`config.mk`:
```
export PLATFORM = sky130hd
export DESIGN_NAME = axis_uart_tx
export DESIGN_NICKNAME = d
export VERILOG_FILES = /design/src/rtl/uart_pkg.sv /design/src/rtl/uart_baud_tick.sv /design/src/rtl/axis_uart_tx.sv
export SDC_FILE = /design/constraint.sdc
export NUM_CORES = 1
export LEC_CHECK = 0
export CORE_MARGIN = 5
export CORE_UTILIZATION = 55
export CTS_CLUSTER_DIAMETER = 50
export DETAILED_ROUTE_END_ITERATION = 6
export GPL_TIMING_DRIVEN = 0
export HOLD_SLACK_MARGIN = 0.08
export PLACE_DENSITY = 0.8
export SKIP_CTS_REPAIR_TIMING = 1
export SYNTH_ARGS = -nofsm -noshare
export SYNTH_HDL_FRONTEND = slang
export SYNTH_SLANG_ARGS = --single-unit
```
`constraint.sdc`:
```
create_clock -name aclk -period 2 [get_ports aclk]
set_input_delay 0.4 -clock aclk [delete_from_list [all_inputs] [get_ports aclk]]
set_output_delay 0.4 -clock aclk [all_outputs]
set_load 0.1 [all_outputs]
```
`src/rtl/uart_pkg.sv`:
```
// Shared UART definitions: frame geometry, line idle level and FSM state encodings.
// Used by axis_uart_tx and intended for reuse by a future axis_uart_rx.
package uart_pkg;

  localparam int unsigned DATA_BITS  = 8;
  localparam int unsigned BIT_IDX_W  = $clog2(DATA_BITS);
  localparam logic        IDLE_LEVEL = 1'b1;

  localparam int unsigned STATE_W = 3;
  localparam logic [2:0] ST_IDLE   = 3'd0;
  localparam logic [2:0] ST_START  = 3'd1;
  localparam logic [2:0] ST_DATA   = 3'd2;
  localparam logic [2:0] ST_PARITY = 3'd3;
  localparam logic [2:0] ST_STOP   = 3'd4;

  // Even parity bit for a data byte (XOR of all data bits).
  function automatic logic even_parity(input logic [DATA_BITS-1:0] d);
    return ^d;
  endfunction

endpackage

```
`src/rtl/uart_baud_tick.sv`:
```
// Bit-period timer: counts 0..CLKS_PER_BIT-1 while enabled and pulses tick_c
// (combinationally) in the last cycle of each bit. Deasserting en restarts the count at 0.
module uart_baud_tick #(
  parameter int unsigned CLKS_PER_BIT = 10
) (
  input  logic aclk,
  input  logic aresetn,
  input  logic en,
  output logic tick_c
);

  localparam int unsigned CNT_W = (CLKS_PER_BIT > 1) ? $clog2(CLKS_PER_BIT) : 1;
  localparam logic [CNT_W-1:0] CNT_MAX = CNT_W'(CLKS_PER_BIT - 1);

  logic [CNT_W-1:0] cnt_q;

  assign tick_c = en && (cnt_q == CNT_MAX);

  // Counter restarts at each bit edge and is held at zero while disabled.
  always_ff @(posedge aclk) begin
    if (!aresetn) begin
      cnt_q <= '0;
    end else if (!en || tick_c) begin
      cnt_q <= '0;
    end else begin
      cnt_q <= cnt_q + CNT_W'(1);
    end
  end

endmodule

```
`src/rtl/axis_uart_tx.sv`:
```
// AXI-Stream byte sink that serialises each accepted byte onto a UART TX line
// (8N1, LSB first). Backpressures upstream while a frame is on the wire.
// Build option: define AXIS_UART_TX_PARITY_EN to insert an even parity bit (8E1).
module axis_uart_tx
  import uart_pkg::*;
#(
  parameter int unsigned CLK_FREQ = 100000000,
  parameter int unsigned BAUD     = 115200
) (
  input  logic                 aclk,
  input  logic                 aresetn,
  input  logic                 s_axis_tvalid,
  output logic                 s_axis_tready,
  input  logic [DATA_BITS-1:0] s_axis_tdata,
  output logic                 txd,
  output logic                 busy
);

  localparam int unsigned CLKS_PER_BIT = CLK_FREQ / BAUD;

  logic [STATE_W-1:0]   state_q,   state_nxt;
  logic [DATA_BITS-1:0] shift_q,   shift_nxt;
  logic [BIT_IDX_W-1:0] bit_idx_q, bit_idx_nxt;
  logic                 txd_nxt;
  logic                 tready_nxt;
  logic                 busy_nxt;
  logic                 bit_tick_c;
`ifdef AXIS_UART_TX_PARITY_EN
  logic                 parity_q,  parity_nxt;
`endif

  // Bit timer runs whenever a frame is in progress.
  uart_baud_tick #(
    .CLKS_PER_BIT (CLKS_PER_BIT)
  ) u_baud_tick (
    .aclk    (aclk),
    .aresetn (aresetn),
    .en      (state_q != ST_IDLE),
    .tick_c  (bit_tick_c)
  );

  // State, shift register and registered outputs.
  always_ff @(posedge aclk) begin
    if (!aresetn) begin
      state_q       <= ST_IDLE;
      shift_q       <= '0;
      bit_idx_q     <= '0;
      txd           <= IDLE_LEVEL;
      s_axis_tready <= 1'b0;
      busy          <= 1'b0;
`ifdef AXIS_UART_TX_PARITY_EN
      parity_q      <= 1'b0;
`endif
    end else begin
      state_q       <= state_nxt;
      shift_q       <= shift_nxt;
      bit_idx_q     <= bit_idx_nxt;
      txd           <= txd_nxt;
      s_axis_tready <= tready_nxt;
      busy          <= busy_nxt;
`ifdef AXIS_UART_TX_PARITY_EN
      parity_q      <= parity_nxt;
`endif
    end
  end

  // Next-state and next-output logic; line level for the upcoming bit is set at each bit edge.
  always_comb begin
    state_nxt   = state_q;
    shift_nxt   = shift_q;
    bit_idx_nxt = bit_idx_q;
    txd_nxt     = txd;
    tready_nxt  = s_axis_tready;
    busy_nxt    = busy;
`ifdef AXIS_UART_TX_PARITY_EN
    parity_nxt  = parity_q;
`endif

    case (state_q)
      ST_IDLE: begin
        tready_nxt = 1'b1;
        txd_nxt    = IDLE_LEVEL;
        if (s_axis_tvalid && s_axis_tready) begin
          shift_nxt   = s_axis_tdata;
          bit_idx_nxt = '0;
          tready_nxt  = 1'b0;
          busy_nxt    = 1'b1;
          txd_nxt     = ~IDLE_LEVEL;
          state_nxt   = ST_START;
`ifdef AXIS_UART_TX_PARITY_EN
          parity_nxt  = even_parity(s_axis_tdata);
`endif
        end
      end

      ST_START: begin
        if (bit_tick_c) begin
          txd_nxt   = shift_q[0];
          state_nxt = ST_DATA;
        end
      end

      ST_DATA: begin
        if (bit_tick_c) begin
          shift_nxt = shift_q >> 1;
          if (bit_idx_q == BIT_IDX_W'(DATA_BITS - 1)) begin
`ifdef AXIS_UART_TX_PARITY_EN
            txd_nxt   = parity_q;
            state_nxt = ST_PARITY;
`else
            txd_nxt   = IDLE_LEVEL;
            state_nxt = ST_STOP;
`endif
          end else begin
            bit_idx_nxt = bit_idx_q + BIT_IDX_W'(1);
            txd_nxt     = shift_q[1];
          end
        end
      end

      ST_PARITY: begin
        if (bit_tick_c) begin
          txd_nxt   = IDLE_LEVEL;
          state_nxt = ST_STOP;
        end
      end

      ST_STOP: begin
        if (bit_tick_c) begin
          busy_nxt   = 1'b0;
          tready_nxt = 1'b1;
          state_nxt  = ST_IDLE;
        end
      end

      default: begin
        txd_nxt    = IDLE_LEVEL;
        tready_nxt = 1'b0;
        busy_nxt   = 1'b0;
        state_nxt  = ST_IDLE;
      end
    endcase
  end

endmodule

```
# Word-level counts from Yosys, hierarchy flattened
# Cells that the tools add are included.
# word_totals
reg_bits	27
word_cells	64
# classes
n_addsub	2
n_eq_ne	13
n_mux	24
bitwise	3
n_reduce_logical	15
# ops
cell	count
$mux 3	9
$mux 8	2
$pmux 8 s2	1
$pmux 3 s5	1
$add 10x1->10 const B	1
$eq 10x10->1 const B	1
$ne 2x1->1 const B	4
$reduce_and 4->1	2
$mux 1	7
$eq 3x2->1 const B	2
$eq 3x3->1 const B	2
$ne 2x2->1 const B	3
$pmux 1 s3	2
$pmux 3 s2	1
$reduce_and 3->1	2
$reduce_and 6->1	1
$pmux 1 s5	1
$add 3x1->3 const B	1
$eq 3x1->1 const B	1
$logic_not 3->1	1
$not 1->1	3
$reduce_bool 3->1	1
$reduce_or 3->1	1
$logic_and 1x1->1	2
5 further kinds	5

# Depth between registers and ports, before layout
# Gate-level depths: netlist of run 1.
# logic_depth
ltp_word	4
mapped_depth	6
ltp_nobuf	6

# Hierarchy
# A second synthesis of run 1 with hierarchy kept.
# hier_totals
hier_cells	163
area_unflattened_um2	1465.2
# modules_own_cells
module	instances	cells_per_inst	area_per_inst_um2
axis_uart_tx	1	109	1003.5
uart_baud_tick	1	54	461.7

# Worst setup path before layout of run 1
# No wires, ideal clock.
# synth_path
path_kind	register to register
start	register s_axis_tready
end	register bit_idx_q[2]
setup_ns	0.125
t_arrival_ns	1.962
setup_slack_ns	-0.087
stages_incl_launch_ff	5
path_buffers	0
period_less_slack_ns	2.087
cell_sequence	dfxtp_1 > nand2_1 > or4_1 > a22oi_1 > o22ai_1
# synth_via
elab_chain_cells	3
# synth_lines
element	line	text
start: declaration	axis_uart_tx.sv:13	output logic s_axis_tready,
start signal: assignment	axis_uart_tx.sv:59	s_axis_tready <= tready_nxt;
$logic_and 1x1->1	axis_uart_tx.sv:83	if (s_axis_tvalid && s_axis_tready) begin
$ne 2x2->1 (no line)	-	
$reduce_and 4->1 (no line)	-	
end signal: assignment	axis_uart_tx.sv:57	bit_idx_q <= bit_idx_nxt;
end: declaration	axis_uart_tx.sv:23	logic [BIT_IDX_W-1:0] bit_idx_q, bit_idx_nxt;
# Every way passes these cells.
# A chain may end at the register's enable or synchronous reset.

# Worst setup path after layout of run 1
# layout_path
start	register u_baud_tick.cnt_q[0]
end	register shift_q[5]
# layout_via
elab_chain_cells	4
# layout_lines
element	line	text
start: declaration	uart_baud_tick.sv:15	logic [CNT_W-1:0] cnt_q;
start signal: assignment	uart_baud_tick.sv:26	cnt_q <= cnt_q + CNT_W'(1);
$eq 10x10->1	uart_baud_tick.sv:17	assign tick_c = en && (cnt_q == CNT_MAX);
$logic_and 1x1->1	uart_baud_tick.sv:17	
$ne 2x1->1 (no line)	-	
$reduce_and 3->1 (no line)	-	
end signal: assignment	axis_uart_tx.sv:56	shift_q <= shift_nxt;
end: declaration	axis_uart_tx.sv:22	logic [DATA_BITS-1:0] shift_q, shift_nxt;
# Every way passes these cells.

==> flow_summary.toml, run 1 <==
[setup_path]
worstPathRequired_ns = 2.22
r2r-start = "u_baud_tick.cnt_q[0]$_SDFF_PP0_"
worst-path-buf-inv = 1
crit_path_cell_trace = "ha_1, nor2b_1, and4_1, buf_4, o21ai_0, o311a_1"
ff2ff_setup_slack_ns = 0.15
crit_fanout = 10
critPathTopFamily = "simple AND/OR/NAND/NOR gates"
crit_path_start_kind = "flop"
timing.rr.end = "shift_q[5]$_SDFFE_PN0P_"
cpMaxStageDelayCell = "dfxtp_1"
cp-end-kind = "flop"
path_class = "reg -> reg"
reg2reg_depth = 6
arrival_ns = 2.07
slowest_delay_ns = 0.40

[global_route]
grt_pass1_wl_mm = 4.429
grt_pass1_vias = 1065
antenna_found_initial = 0
grt_max_degree = 15
grt_overflow_total = 0
gr-usage-all-layers_pct = 16.00

[cells_and_area]
antenna_cells = 0
final_area_um2 = 1519
final_util_pct = 67.37
nets = 176
areaGrowthSynthToFinish_pct = 14.96
instances_no_fill = 189
layout-drive-gt1-share_pct = 8.696

[logic_synthesis]
ys_seq_area_share_pct = 40.91
synth_cell_type_count = 40
syn_inst = 145
synthesis.nets = 159
avgSynthCellArea_um2 = 9.112
ys_ff_latch = 27
syn_area_um2 = 1321
ys_warn_count = 0

[timing]
rsz0062_at_grt = "false"
drv_slew = 0
holdWs_ns = 0.4789
finalSetupViolations = 0
setup_tns_ns = 0
period_minus_slack_ns = 1.853
fin_crit_sh_pct = 92.63
setup_ws_ns = 0.1474
finalHoldViolCount = 0
worst_pin_slew_ns = 0.9668
fmax_ghz = 0.5398
fin_worst_skew_ns = 0.005726
slew-limit-headroom_pct = 35.44

[clock_network]
h-tree-depth = 1
cts_tree = "yes"
worst_skew_pair.late_latency_ns = 0.31
clk_pin_slew_ns = 0.14
cts_buffers = 3
clk_path_buf_depth = 2
clock-sinks = 27
root_buffer = "clkbuf_4"

[worst_hold_path]
whs_endpoint = "shift_q[7]$_SDFFE_PN0P_"
worstHoldStart = "shift_q[7]$_SDFFE_PN0P_"
whs_path_depth = 2
min_path_type = "reg -> reg"

[pwr]
power_density_nw_per_um2 = 629.7
p_int_uw = 696.7
leakage_nw = 0.6200
total_power_uw = 956.5
p_sw_uw = 259.8
peakVddDrop_v = 0.0003400
pwr-share-seq_pct = 60.0
p_comb_share_pct = 16.4
p_sw_share_pct = 27.16
p_clk_share_pct = 23.6

[run]
drv_cap = 0

[drt]
vias = 1125
final_antenna_net_count = 0
routed_wl_mm = 2.644
drc = 0
drt-pass1-iter-count = 6
post_drt_wl_per_cell_um = 13.99
initialDrtViolationCount = 13
vias_per_cell = 5.952

[place]
dp_slack_ns = -0.04711
place.port_buffers = 12
place_area_um2 = 1478
dpl.hpwl_mm = 1.996
gp_congestion = 0.9048
placed_cells = 185

[run_status]
status = "completed"

[floorplan]
die_w_um = 59.02
die_y_um = 59.02
rows = 17
io_pins = 14
start_util_pct = 58.60
dieArea_um2 = 3483
core_area_um2 = 2255
tightest hold or removal path: cells and delay by family, from the launching register on:
family / cells / cell delay (ns)
flops: 1 / 0.34
simple gates: 2 / 0.11
flip-flops by register name, indices dropped and copies added (netlist names):
register	count
bit_idx_q	3
busy	1
s_axis_tready	1
shift_q	8
state_q	3
txd	1
u_baud_tick.cnt_q	10
synth_stat cells:
library cell / n / area share (%)
or4_1: 2 / 1.1
nand3b_1: 1 / 0.57
xnor2_1: 5 / 3.3
a21boi_0: 1 / 0.57
nand3_4: 1 / 1.3
buf_4: 1 / 0.57
o311a_1: 7 / 5.3
o311ai_1: 1 / 0.66
o21bai_1: 1 / 0.57
nor4_2: 1 / 0.95
nor3b_1: 1 / 0.57
nand2b_1: 3 / 1.4
nor2_1: 18 / 5.1
and4_1: 1 / 0.66
or3_4: 1 / 0.85
o22ai_1: 3 / 1.4
nor4b_4: 1 / 1.8
dfxtp_1: 27 / 41
nor3_1: 4 / 1.5
xor2_1: 2 / 1.3
or3b_1: 2 / 1.3
o21ai_0: 6 / 2.3
nand4_1: 3 / 1.4
nand2_1: 10 / 2.8
buf_2: 4 / 1.5
nand3_1: 5 / 1.9
mux2i_1: 7 / 5.3
a21oi_1: 4 / 1.5
nor2b_1: 1 / 0.47
o32a_1: 1 / 0.76
o211ai_1: 1 / 0.57
o21ai_1: 2 / 0.76
and3_1: 2 / 0.95
o32ai_1: 1 / 0.66
o31ai_1: 2 / 1.1
a22oi_1: 1 / 0.57
a311oi_1: 1 / 0.66
ha_1: 3 / 2.8
inv_1: 3 / 0.85
clkbuf_1: 4 / 1.1
power by group through the flow:
stage	Clock, mW	Sequential, mW	Combinational (mW)
final	0.226	0.574	0.157
after global routing	0.254	0.577	0.168
after CTS	0.237	0.574	0.156
after detailed placement	0	0.586	0.155
after global placement	0	0.584	0.153
after floorplan	0	0.631	0.0631
cell usage in the layout, fill, tap and decap left out, types with 2 or more instances in the layout:
cell type and instances:
nor2_1 18, buf_2 4, dfxtp_1 26, clkbuf_4 3, xnor2_1 5, a21oi_1 4
o21ai_1 2, clkbuf_1 5, o31ai_1 2, or4_1 2, ha_1 3, or3b_1 2
inv_1 3, o311a_1 7, nor3_1 4, nand4_1 3, clkdlybuf4s50_1 9, and3_1 2
o22ai_1 3, dlymetal6s2s_1 3, nand2_1 10, mux2i_1 7, o21ai_0 6, xor2_1 2
nand3_1 5, nand2b_1 3
cell type report:
type | instances | area [µm²]
fill | 197 | 735.7
inverter | 3 | 11.26
multi-input combinational | 106 | 734.5
tap | 28 | 35.03
buffer | 9 | 42.54
clock buffer | 4 | 26.28
sequential | 27 | 541.8
timing repair buffer | 12 | 127.6
routing by layer:
layer	up-vias	GRT usage (%)	part of all wire (%)
met5	-	0	0
met4	0	7.120	2.0
met3	8	3.486	4.1
met2	27	26.03	49
met1	525	20.19	45
li1	565	-	-
worst max path at each step:
stage                               startpoint                   endpoint  depth (start not counted)
6_report       u_baud_tick.cnt_q[0]$_SDFF_PP0_    shift_q[5]$_SDFFE_PN0P_                          6
5_1_grt        u_baud_tick.cnt_q[0]$_SDFF_PP0_    shift_q[5]$_SDFFE_PN0P_                          6
4_1_cts                      busy$_SDFFE_PN0P_                       busy                          1
3_5_place_dp                     s_axis_tvalid    shift_q[3]$_SDFFE_PN0P_                          6
3_3_place_gp                     s_axis_tvalid    shift_q[1]$_SDFFE_PN0P_                          6
2_1_floorplan       s_axis_tready$_SDFFE_PN0P_  bit_idx_q[2]$_SDFFE_PN0P_                          4
cells by family after synthesis:
logic type / share of synthesized area, %
flops: 40.91
compound gates: 17.43
buf+inv: 4.072
xor+xnor: 4.640
mux: 5.303
fa+ha+maj: 2.841
simple gates: 24.81
No activity file was read; power rests on OpenSTA's default activity.
==> run 2, diff against run 1 <==
--- a/config.mk
+++ b/config.mk
@@ -5,13 +5,14 @@
 export SDC_FILE = /design/constraint.sdc
 export NUM_CORES = 1
 export LEC_CHECK = 0
+export ABC_AREA = 1
 export CORE_MARGIN = 5
-export CORE_UTILIZATION = 55
+export CORE_UTILIZATION = 59
 export CTS_CLUSTER_DIAMETER = 50
 export DETAILED_ROUTE_END_ITERATION = 6
 export GPL_TIMING_DRIVEN = 0
 export HOLD_SLACK_MARGIN = 0.08
-export PLACE_DENSITY = 0.8
+export PLACE_DENSITY = 0.84
 export SKIP_CTS_REPAIR_TIMING = 1
 export SYNTH_ARGS = -nofsm -noshare
 export SYNTH_HDL_FRONTEND = slang
==> constraint.sdc (replaced) <==
create_clock -name aclk -period 2.25 [get_ports aclk]
set_input_delay 0.45 -clock aclk [delete_from_list [all_inputs] [get_ports aclk]]
set_output_delay 0.45 -clock aclk [all_outputs]
set_load 0.1 [all_outputs]
==> run 2 against run 1 <==
- non-clock buffer count down 5
- worst hold slack got worse by 0.0075 ns
- utilization grew 4.0 points
- clock-buffer cell count did not move
- worst setup slack improved by 0.19 ns
- sequential power is 16% higher
- area after synthesis up 5.6%
- synthesized cell count is 35% higher
- clock power is 6% lower
- routed wire length is 11% higher
- largest power group is now combinational logic
- highest routed layer unchanged
==> flow_summary.toml, run 2 <==
[global_route]
grt_overflow_total = 0
grt_max_degree = 15
grt_pass1_wl_mm = 4.954
gr-usage-all-layers_pct = 18.24
grt_pass1_vias = 1284
antenna_found_initial = 0

[cells_and_area]
largest_reg_flops = 10
layout_common_cells = "49 x nand2_1, 27 x dfxtp_1, 26 x nor2_1, 19 x inv_1, 13 x a21oi_1"
final_util_pct = 71.37
reg_top3 = "u_baud_tick.cnt_q (10), shift_q (8)"
num-fill-cells = 197
top_register = "u_baud_tick.cnt_q"
areaGrowthSynthToFinish_pct = 14.26
nets = 228
instances_no_fill = 241
final_common_cell = "nand2_1"
antenna_cells = 0
layout-drive-gt1-share_pct = 10.80

[timing]
finalHoldViolCount = 0
drv_slew = 0
rsz0062_at_grt = "false"
setup_tns_ns = 0
holdWs_ns = 0.4714
fin_worst_skew_ns = 0.002236
fmax_ghz = 0.5239
worst_pin_slew_ns = 0.9684
fin_crit_sh_pct = 84.84
period_minus_slack_ns = 1.909
finalSetupViolations = 0
slew-limit-headroom_pct = 35.33

[logic_synthesis]
synthFlopType = "dfxtp_1"
netlist_top_cells_area = "dfxtp_1 39%, nand2_1 13%, nor2_1 7.0%, inv_1 5.1%, a21oi_1 4.7%"
ys_ff_latch = 27
ys_warn_count = 0
ys_seq_area_share_pct = 38.74
yosysMostFrequentCell = "nand2_1"
synth_cell_type_count = 26
syn_inst = 196
yosys.area.top_type = "dfxtp_1"
ys_top_cells_by_count = "49 x nand2_1, 27 x dfxtp_1, 26 x nor2_1"
syn_area_um2 = 1395
synth_edf_count = 0
synth_top_area_share_pct = 38.74
synthesis.nets = 210
synthArstFlopShare_pct = 0
avgSynthCellArea_um2 = 7.118

[place]
dpl.hpwl_mm = 2.260
placed_cells = 237
place.port_buffers = 13
gp_congestion = 0.8393

[pwr]
total_power_mw = 1.697
peakVddDrop_v = 0.0006168
leakage_nw = 0.6651
power_density_nw_per_um2 = 1064

[setup_path]
crit_fanout = 3
cp-end-kind = "output pin"
slowest_delay_ns = 0.75
crit_path_start_kind = "flop"
arrival_ns = 1.46
path_class = "reg -> out"
critPathTopFamily = "buffers and inverters"
worst-path-buf-inv = 1
crit_path_cell_trace = "dlymetal6s2s_1"
worstPathRequired_ns = 1.80
cpMaxStageDelayCell = "dlymetal6s2s_1"

[worst_hold_path]
min_path_type = "reg -> reg"

[drt]
vias_per_cell = 5.494
drt-pass1-iter-count = 4
final_antenna_net_count = 0
routed_wl_mm = 2.939
drc = 0
initialDrtViolationCount = 38
vias = 1324
post_drt_wl_per_cell_um = 12.20

[clock_network]
worst_skew_pair.late_latency_ns = 0.33
clk_path_buf_depth = 2
cts_buffers = 3
root_buffer = "clkbuf_4"
cts_tree = "yes"
clock-sinks = 27
clk_pin_slew_ns = 0.14
h-tree-depth = 1

[floorplan]
die_y_um = 58.63
dieArea_um2 = 3437
die_w_um = 58.63
io_pins = 14
start_util_pct = 62.46
core_area_um2 = 2233
rows = 17

[run]
drv_cap = 0

[run_status]
status = "completed"
## run 2: changes by cell type after synthesis, moves of 4 or more
cell,delta
buf_2,-4
o311a_1,-7
inv_1,+16
nand3_1,+4
nor2_1,+8
o21ai_1,+7
a21oi_1,+9
nand2_4,+4
mux2i_1,-7
xnor2_1,-5
nand2_1,+39
## run 2: worst paths after layout
kind / from / slack (ns) / depth (start not counted) / end
hold reg to reg: u_baud_tick.cnt_q[0]$_SDFF_PP0_ / 0.47 / 1 / u_baud_tick.cnt_q[0]$_SDFF_PP0_
hold / removal: u_baud_tick.cnt_q[0]$_SDFF_PP0_ / 0.47 / 1 / u_baud_tick.cnt_q[0]$_SDFF_PP0_
setup / recovery: s_axis_tready$_SDFFE_PN0P_ / 0.34 / 1 / s_axis_tready
setup reg to reg: u_baud_tick.cnt_q[0]$_SDFF_PP0_ / 0.71 / 6 / u_baud_tick.cnt_q[8]$_SDFF_PP0_
## run 2: area by class of cell
type	count	area [µm²]	share of cell area, %
Buffer	3	26.28	1.648
Clock buffer	4	26.28	1.648
Multi-Input combinational cell	142	730.7	45.84
Inverter	24	97.59	6.122
Tap cell	28	35.03	2.198
Timing Repair Buffer	13	137.6	8.634
Sequential cell	27	540.5	33.91
## run 2: power breakdown
part	leakage, nW	internal [mW]	switching, mW
Clock	0.0150	0.0696	0.143
Sequential	0.220	0.594	0.0727
Combinational	0.430	0.264	0.553
Total	0.665	0.928	0.769
## run 2: cell families after synthesis
group / share of synthesized area, %
buffers and inverters: 8.879
adder cells (fa/ha/maj): 2.691
AO/OA/AOI/OAI: 10.22
XOR/XNOR: 0.6279
flip-flops: 38.74
AND/OR/NAND/NOR: 38.83
## run 2: stage by stage
stage / instance area, µm² / setup slack [ns]
2_1_floorplan: 1395 / 0.3884
3_3_place_gp: 1560 / 0.3339
3_5_place_dp: 1560 / 0.3236
4_1_cts: 1587 / -0.05763
5_1_grt: 1594 / 0.2879
6_report: 1594 / 0.3411
## run 2: per-layer routing
metal,global-route usage [%],part of all wire (%),up-vias
li1,-,-,672
met1,20.97,42,611
met2,32.38,51,37
met3,3.070,5.7,4
met4,9.061,1.1,0
met5,0,0,-
